--- src/rtl/ad7928_sequencer.sv ---
// ad7928_sequencer
//
// SPI master and channel scheduler for the AD7928 8-channel 12-bit ADC.
// A free-running period counter requests conversion frames. Each frame
// writes a control word selecting the next enabled channel, round-robin.
// The word shifted back in is decoded into a one-cycle data/channel/valid
// pulse for the downstream averaging filter.
//
// Ports:
//   clk            system clock (single domain)
//   reset_n        asynchronous active-low reset
//   core_en        enables frame generation
//   ch_mask[7:0]   enabled channels, bit i = channel i
//   sample_period  clk cycles between frame starts (0/1 = back-to-back)
//   adc_range      RANGE bit written to the ADC
//   adc_coding     CODING bit written to the ADC
//   adc_cs_n       ADC chip select
//   adc_sclk       ADC serial clock, idles high
//   adc_din        serial control word to the ADC
//   adc_dout       serial result from the ADC
//   m_adc_data     converted sample
//   m_adc_chanel   channel tag taken from the returned word
//   m_axis_valid   one-cycle pulse marking a new sample
//   busy           high while a frame or its quiet time is in progress
//
// Optional feature, macro AD7928_SEQ_ADDR_CHECK_EN:
//   addr_err       sticky flag, returned address did not match what was
//                  written in the previous non-dummy frame (or bit 15 set)
//   addr_err_clr   clears addr_err; a simultaneous set wins

module ad7928_sequencer #(
  parameter int SCLK_DIV     = 2,
  parameter int QUIET_CYCLES = 4,
  parameter int PERIOD_WIDTH = 16
) (
  input  logic                    clk,
  input  logic                    reset_n,
  input  logic                    core_en,
  input  logic [7:0]              ch_mask,
  input  logic [PERIOD_WIDTH-1:0] sample_period,
  input  logic                    adc_range,
  input  logic                    adc_coding,
  output logic                    adc_cs_n,
  output logic                    adc_sclk,
  output logic                    adc_din,
  input  logic                    adc_dout,
  output logic [11:0]             m_adc_data,
  output logic [2:0]              m_adc_chanel,
  output logic                    m_axis_valid,
  output logic                    busy
`ifdef AD7928_SEQ_ADDR_CHECK_EN
  ,
  output logic                    addr_err,
  input  logic                    addr_err_clr
`endif
);

  typedef enum logic [2:0] {IDLE, SETUP, SHIFT, HOLD, QUIET} state_t;

  localparam logic [7:0] DIV_LAST   = 8'(SCLK_DIV - 1);
  localparam logic [7:0] QUIET_LAST = 8'(QUIET_CYCLES - 1);

  state_t                  state;
  logic [PERIOD_WIDTH-1:0] period_cnt;
  logic                    tick;
  logic                    tick_pending;
  logic                    start;
  logic                    core_en_d;
  logic [1:0]              dummy_cnt;
  logic                    is_dummy;
  logic [2:0]              rr_ptr;
  logic [2:0]              next_ch;
  logic [2:0]              scan_idx;
  logic                    found;
  logic [15:0]             ctrl_word;
  logic [15:0]             tx_word;
  logic [15:0]             rx_word;
  logic [7:0]              div_cnt;
  logic [4:0]              bit_cnt;
  logic [7:0]              quiet_cnt;

`ifdef AD7928_SEQ_ADDR_CHECK_EN
  logic [2:0]              cur_addr;
  logic [2:0]              prev_addr;
  logic                    prev_ok;
`else
  logic                    unused_rx_msb;
  assign unused_rx_msb = rx_word[15];
`endif

  // A period of 0 or 1 ticks every cycle; >= keeps the counter sane if
  // sample_period is lowered below the current count.
  assign tick = core_en &&
                ((sample_period <= PERIOD_WIDTH'(1)) ||
                 (period_cnt >= sample_period - PERIOD_WIDTH'(1)));

  assign start = (state == IDLE) && core_en && (ch_mask != 8'h00) && tick_pending;

  // rr_ptr is one past the last channel written, so the search for the
  // lowest enabled channel starts strictly above it and wraps 7 -> 0.
  always_comb begin
    next_ch  = rr_ptr;
    found    = 1'b0;
    scan_idx = 3'd0;
    for (int i = 0; i < 8; i++) begin
      scan_idx = rr_ptr + 3'(i);
      if (!found && ch_mask[scan_idx]) begin
        next_ch = scan_idx;
        found   = 1'b1;
      end
    end
  end

  assign ctrl_word = {1'b1, 1'b0, 1'b0, next_ch, 2'b11, 1'b0, 1'b0,
                      adc_range, adc_coding, 4'b0000};

  // Ticks arriving while a frame runs merge into one pending request;
  // a new tick in the start cycle wins over the clear.
  always_ff @(posedge clk or negedge reset_n) begin
    if (!reset_n) begin
      period_cnt   <= '0;
      tick_pending <= 1'b0;
    end else if (!core_en) begin
      period_cnt   <= '0;
      tick_pending <= 1'b0;
    end else begin
      period_cnt   <= tick ? '0 : period_cnt + PERIOD_WIDTH'(1);
      tick_pending <= tick | (tick_pending & ~start);
    end
  end

  // Frame FSM with registered SPI pins and output stream.
  always_ff @(posedge clk or negedge reset_n) begin
    if (!reset_n) begin
      state        <= IDLE;
      adc_cs_n     <= 1'b1;
      adc_sclk     <= 1'b1;
      adc_din      <= 1'b0;
      m_adc_data   <= 12'h000;
      m_adc_chanel <= 3'd0;
      m_axis_valid <= 1'b0;
      busy         <= 1'b0;
      core_en_d    <= 1'b0;
      dummy_cnt    <= 2'd2;
      is_dummy     <= 1'b0;
      rr_ptr       <= 3'd0;
      tx_word      <= 16'h0000;
      rx_word      <= 16'h0000;
      div_cnt      <= 8'd0;
      bit_cnt      <= 5'd0;
      quiet_cnt    <= 8'd0;
`ifdef AD7928_SEQ_ADDR_CHECK_EN
      addr_err     <= 1'b0;
      cur_addr     <= 3'd0;
      prev_addr    <= 3'd0;
      prev_ok      <= 1'b0;
`endif
    end else begin
      m_axis_valid <= 1'b0;
      core_en_d    <= core_en;
`ifdef AD7928_SEQ_ADDR_CHECK_EN
      if (addr_err_clr) addr_err <= 1'b0;
`endif
      case (state)
        IDLE: begin
          if (start) begin
            state    <= SETUP;
            adc_cs_n <= 1'b0;
            adc_sclk <= 1'b1;
            busy     <= 1'b1;
            is_dummy <= (dummy_cnt != 2'd0);
            if (dummy_cnt != 2'd0) begin
              adc_din <= 1'b1;
              tx_word <= 16'hFFFE;
            end else begin
              adc_din <= ctrl_word[15];
              tx_word <= {ctrl_word[14:0], 1'b0};
              rr_ptr  <= next_ch + 3'd1;
            end
`ifdef AD7928_SEQ_ADDR_CHECK_EN
            cur_addr <= next_ch;
`endif
          end
        end

        SETUP: begin
          state    <= SHIFT;
          adc_sclk <= 1'b0;
          div_cnt  <= 8'd0;
          bit_cnt  <= 5'd0;
        end

        // Each SCLK period: SCLK_DIV cycles low, then SCLK_DIV high.
        // On the rising edge, capture DOUT and present the next DIN bit.
        // The 16th high phase ends the shift instead of falling again.
        SHIFT: begin
          if (div_cnt == DIV_LAST) begin
            div_cnt <= 8'd0;
            if (!adc_sclk) begin
              adc_sclk <= 1'b1;
              rx_word  <= {rx_word[14:0], adc_dout};
              adc_din  <= tx_word[15];
              tx_word  <= {tx_word[14:0], 1'b0};
              bit_cnt  <= bit_cnt + 5'd1;
            end else if (bit_cnt == 5'd16) begin
              state <= HOLD;
            end else begin
              adc_sclk <= 1'b0;
            end
          end else begin
            div_cnt <= div_cnt + 8'd1;
          end
        end

        HOLD: begin
          state     <= QUIET;
          adc_cs_n  <= 1'b1;
          adc_din   <= 1'b0;
          quiet_cnt <= 8'd1;
          if (is_dummy) begin
            if (dummy_cnt != 2'd0) dummy_cnt <= dummy_cnt - 2'd1;
`ifdef AD7928_SEQ_ADDR_CHECK_EN
            prev_ok <= 1'b0;
`endif
          end else begin
            m_adc_data   <= rx_word[11:0];
            m_adc_chanel <= rx_word[14:12];
            m_axis_valid <= 1'b1;
`ifdef AD7928_SEQ_ADDR_CHECK_EN
            // The word returned after a dummy frame has no known address.
            if (rx_word[15] || (prev_ok && (rx_word[14:12] != prev_addr)))
              addr_err <= 1'b1;
            prev_addr <= cur_addr;
            prev_ok   <= 1'b1;
`endif
          end
        end

        // The IDLE cycle before the next SETUP is also cs_n-high time,
        // so QUIET itself runs one cycle short of QUIET_CYCLES.
        QUIET: begin
          if (quiet_cnt >= QUIET_LAST) begin
            state <= IDLE;
            busy  <= 1'b0;
          end else begin
            quiet_cnt <= quiet_cnt + 8'd1;
          end
        end

        default: state <= IDLE;
      endcase

      // Re-enabling the core restarts the dummy sequence; this overrides a
      // decrement in the same cycle.
      if (core_en && !core_en_d) dummy_cnt <= 2'd2;
    end
  end

endmodule

--- config.mk ---
export PLATFORM = sky130hd
export DESIGN_NAME = ad7928_sequencer
export DESIGN_NICKNAME = d
export VERILOG_FILES = /design/src/rtl/ad7928_sequencer.sv
export SDC_FILE = /design/constraint.sdc
export NUM_CORES = 1
export LEC_CHECK = 0
export ABC_AREA = 1
export CAP_MARGIN = 30
export CORE_ASPECT_RATIO = 1.4
export CORE_MARGIN = 5
export CORE_UTILIZATION = 42
export DETAILED_ROUTE_END_ITERATION = 10
export GPL_ROUTABILITY_DRIVEN = 0
export PLACE_DENSITY_LB_ADDON = 0.1
export SYNTH_ARGS = -nofsm -noshare
export SYNTH_HDL_FRONTEND = slang
export SYNTH_SLANG_ARGS = --single-unit
export TNS_END_PERCENT = 1
--- constraint.sdc ---
create_clock -name clk -period 3.85 [get_ports clk]
set_input_delay 0.77 -clock clk [delete_from_list [all_inputs] [get_ports clk]]
set_output_delay 0.77 -clock clk [all_outputs]
set_load 0.01 [all_outputs]
==> results.md <==
- The flow ran to the end, and the final reports show no timing, DRC or antenna violations.
- Setup violations remaining at the end of the flow were counted as 0.
- The initial utilization of the core area, before any placement, comes to 42.4%.
- The die span in y is 147 um.
- TritonCTS built the clock tree.
- The count of input and output buffers is 49.
- Of the cells placed in the final design, the portion with a size suffix greater than 1 is 8.85%.
- Sequential cells were found to cover 43.9% of the synthesized design area.
- The DRC violations left is 0.
- In this run the critical register-to-register path is launched from rr_ptr[0].
- The clock slew seen by the registers of the worst setup and hold paths is 70 ps.
- The worst-case IR drop observed on VDD is 358 uV.
- The launching element type of the critical path is a primary input.
- 50 I/O pins were placed.
- For this design the ratio of total power to cell area is 444 nW/um^2.
- Measured against its own limit, the worst slew margin works out to 43.4%.
- The number of rows in the core area is 50.
- The pre-CTS setup slack is -111 ps.
- The worst setup slack after layout is 406 ps.
- The leakage component of the power is 3.05 nW.
- The mapped netlist covers 5590 um^2.
- TritonCTS created 9 clock buffers.
- The final worst-path cycle share is 89.5%.
- The number of global-route vias before repair came to 4507.
- Counting both buffers and inverters, the worst setup path holds a total of 3.
- The largest total area in the synthesized netlist belongs to sky130_fd_sc_hd__dfrtp_1.
- The number of flops mapped to enable cells by yosys is 0.
- The count of nets left with antenna violations after detail routing is 0.
- The maximum number of pins on one net before global-route repair is 48.
- The floorplan step defined a die boundary enclosing 15800 um^2.
- The count of inserted antenna diode cells is 0.
- The number of nets at the end of the flow is 799.
- The number of antenna violations at the first check in global routing was 0.
- Clock skew on the completed layout was measured at 12.8 ps.
- Walking the worst path, the cells encountered are clkdlybuf4s50_1 > inv_1 > nand2_1 > nor3_1 > nand2_1 > nor2_1 > nand2_1 > inv_1 > nand2_1 > nor3_1 > xnor2_1 > ha_1 > a21oi_1 > nor2_1 > a211oi_1 > o221ai_1 > or2_4 > nor2_1.
- The core occupancy in the finished layout is 49.8%.
- The area of the placeable core is 13200 um^2.
- The upper clock frequency limit is 290 MHz.
- The wire length of the first global-routing pass is 20100 um.
- STA puts the critical path data required time at 4120 ps.
- The detail-routed net length per standard cell is 12.3 um.
- A synthesized cell averages 8.14 um^2.
- In the global route stage, overall resource usage came out at 15.3%.
- Setup repair after global routing left no endpoint under its margin.
- The count of final max-slew check failures is 0.
- The critical path is of the primary input to flip-flop type.
- The post-CTS setup buffer count is 0.
- For the pin with the worst max-slew slack, the measured transition is 846 ps.
- The master cell of the clock root buffer is sky130_fd_sc_hd__clkbuf_16.
- For the worst-skew pair, the clock arrives at the later sink with an insertion delay of 340 ps.
- The die is 108 um wide.
- The final routed wirelength across all metal layers is 11400 um.
- The share of async-settable or async-resettable flops after synthesis is 100%.
- On the worst path, the slowest cell contributes a delay of 420 ps.
- The first routing iteration left 157 violations.
- The overall power of the completed layout is 2.92 mW.
- The arrival time at the worst endpoint is 3710 ps.
- The cell type of the slowest stage on the worst timing path is sky130_fd_sc_hd__clkdlybuf4s50_1.
- Yosys attributes the largest share of cell area to sky130_fd_sc_hd__dfrtp_1 (43%), sky130_fd_sc_hd__nand2_1 (9.1%), sky130_fd_sc_hd__ha_1 (6.3%).
- The via count is 4543.
- During synthesis, Yosys emitted a total of 0 warnings.
- The count of cell types in the netlist is 46.
- The critical path startpoint is sample_period[0].
- For this run, the leading register cell type out of synthesis is sky130_fd_sc_hd__dfrtp_1.
- The number of failing hold endpoints at the final stage is 0.
- The layout-stage area growth over the synthesis result is 17.5%.
- Across all hold checks on the routed design, the worst slack comes to 429 ps.
- Across the run, the number of max-cap violations was 0.
- In this run the deepest clock path goes through 2 buffers.
- Among the stages of the critical path, the cell type that occurs most often is sky130_fd_sc_hd__nand2_1.
- The H-tree generated during clock tree synthesis spans 3 levels.
- The ratio of routed vias to standard cells is 4.90.
- The number of detailed-route iterations in the first pass is 5.
- The fraction of synthesized cell area taken by the top area cell type is 42.5%.
- When the netlist entered floorplanning its net count stood at 745.
- Synthesis produced 687 cells.
- The class of the most critical hold timing path is primary input to asynchronous set/reset pin.
- The HPWL after detailed placement is 8760 um.
- The number of clock sinks is 98.
- The smallest clock period supported by the final layout is computed as 3440 ps.
- The nature of the critical path endpoint is a flip-flop.
- For this run the aggregate overflow at the end of global routing stands at 0.
- Among cell families on the critical path, the largest total delay comes from simple AND/OR/NAND/NOR gates.
- The number of flip-flops and latches in the synthesized netlist is 98.
- The peak fanout along the critical path is 15.
[cells in the mapped netlist (3+ instances only)]
cell type and number:
sky130_fd_sc_hd__a211oi_1 3, sky130_fd_sc_hd__a21oi_1 29, sky130_fd_sc_hd__clkbuf_1 9, sky130_fd_sc_hd__dfrtp_1 95
sky130_fd_sc_hd__dfstp_2 3, sky130_fd_sc_hd__ha_1 28, sky130_fd_sc_hd__inv_1 90, sky130_fd_sc_hd__inv_2 6
sky130_fd_sc_hd__nand2_1 135, sky130_fd_sc_hd__nand2_2 13, sky130_fd_sc_hd__nand2_4 4, sky130_fd_sc_hd__nand3_1 44
sky130_fd_sc_hd__nand3_2 7, sky130_fd_sc_hd__nand4_1 10, sky130_fd_sc_hd__nor2_1 74, sky130_fd_sc_hd__nor3_1 11
sky130_fd_sc_hd__nor3b_1 3, sky130_fd_sc_hd__nor4_1 4, sky130_fd_sc_hd__o21ai_0 43, sky130_fd_sc_hd__o21ai_1 4
sky130_fd_sc_hd__o221ai_1 4, sky130_fd_sc_hd__o22ai_1 6, sky130_fd_sc_hd__xnor2_1 11, sky130_fd_sc_hd__xor2_1 23
[layout make-up]
class,instances,area (um^2)
Fill cell,1272,6630
Multi-Input combinational cell,478,2700
Sequential cell,98,2460
Timing Repair Buffer,57,548
Inverter,97,364
Tap cell,182,228
Clock buffer,9,225
Clock inverter,7,51.3
[state kept, by name (all words and copies together), names as in the netlist, 2 cells and up]
register,cells
state,3
dummy_cnt,2
div_cnt,8
rx_word,15
bit_cnt,5
rr_ptr,3
m_adc_chanel,3
m_adc_data,12
period_cnt,16
tx_word,15
quiet_cnt,8
[logic make-up after synthesis]
family          after synthesis  synth area share [%]
compound gates              101                  10.3
xor+xnor                     35                  5.82
flops                        98                  43.9
simple gates                314                  25.9
buf+inv                     111                  7.83
fa+ha+maj                    28                  6.27
[layout by cell type (no fill, tap or decap), types with 4 or more instances in the layout]
master	n
sky130_fd_sc_hd__o21ai_1	4
sky130_fd_sc_hd__nand3_1	44
sky130_fd_sc_hd__nand4_1	10
sky130_fd_sc_hd__inv_1	90
sky130_fd_sc_hd__inv_2	6
sky130_fd_sc_hd__xor2_1	23
sky130_fd_sc_hd__a21oi_1	29
sky130_fd_sc_hd__buf_4	9
sky130_fd_sc_hd__o22ai_1	6
sky130_fd_sc_hd__ha_1	28
sky130_fd_sc_hd__nor4_1	4
sky130_fd_sc_hd__nand2_2	13
sky130_fd_sc_hd__o221ai_1	4
sky130_fd_sc_hd__nand3_2	7
sky130_fd_sc_hd__clkbuf_16	9
sky130_fd_sc_hd__dfrtp_1	95
sky130_fd_sc_hd__nand2_1	135
sky130_fd_sc_hd__nor2_1	74
sky130_fd_sc_hd__nor3_1	11
sky130_fd_sc_hd__nand2_4	4
sky130_fd_sc_hd__xnor2_1	11
sky130_fd_sc_hd__clkdlybuf4s50_1	48
sky130_fd_sc_hd__o21ai_0	43
[final timing paths]
path	depth (start not counted)	slack, ps	endpoint
max in group asynchronous	2	2570	adc_cs_n
min	1	430	div_cnt[4]
max reg2reg	21	570	rr_ptr[2]
min reg2reg	2	470	adc_cs_n
min in group clk	2	470	adc_cs_n
max	18	410	period_cnt[8]
[power by group]
part	switching [mW]	total (mW)	internal, mW
registers	0.0947	1.28	1.19
logic	0.516	0.812	0.296
clock network	0.388	0.829	0.441
total	0.999	2.92	1.92
[stage by stage]
stage | cell area, um^2 | setup TNS [ps] | std cells
floorplan | 5590 | 0 | 687
global placement | 6290 | 0 | 912
detailed placement | 6290 | -1480 | 912
CTS | 6570 | 0 | 928
global route | 6570 | 0 | 928
finish | 6570 | 0 | 928
[timing repair]
action | 4_1_cts | 5_1_grt
hold buffers | 0 | 0
endpoints found under the setup margin | 0 | 8
resized for setup | 0 | 1
[metal layers]
| metal | routed length, um | global-route usage, % | part of all wire (%) | vias up |
|---|---|---|---|---|
| met4 | 185 | 4.93 | 1.6 | 0 |
| li1 | - | - | - | 2336 |
| met1 | 4950 | 18.8 | 43 | 2133 |
| met5 | 0 | 0 | 0 | - |
| met2 | 5920 | 26.7 | 52 | 60 |
| met3 | 375 | 2.79 | 3.3 | 14 |
(Power assumes the default switching activity.)
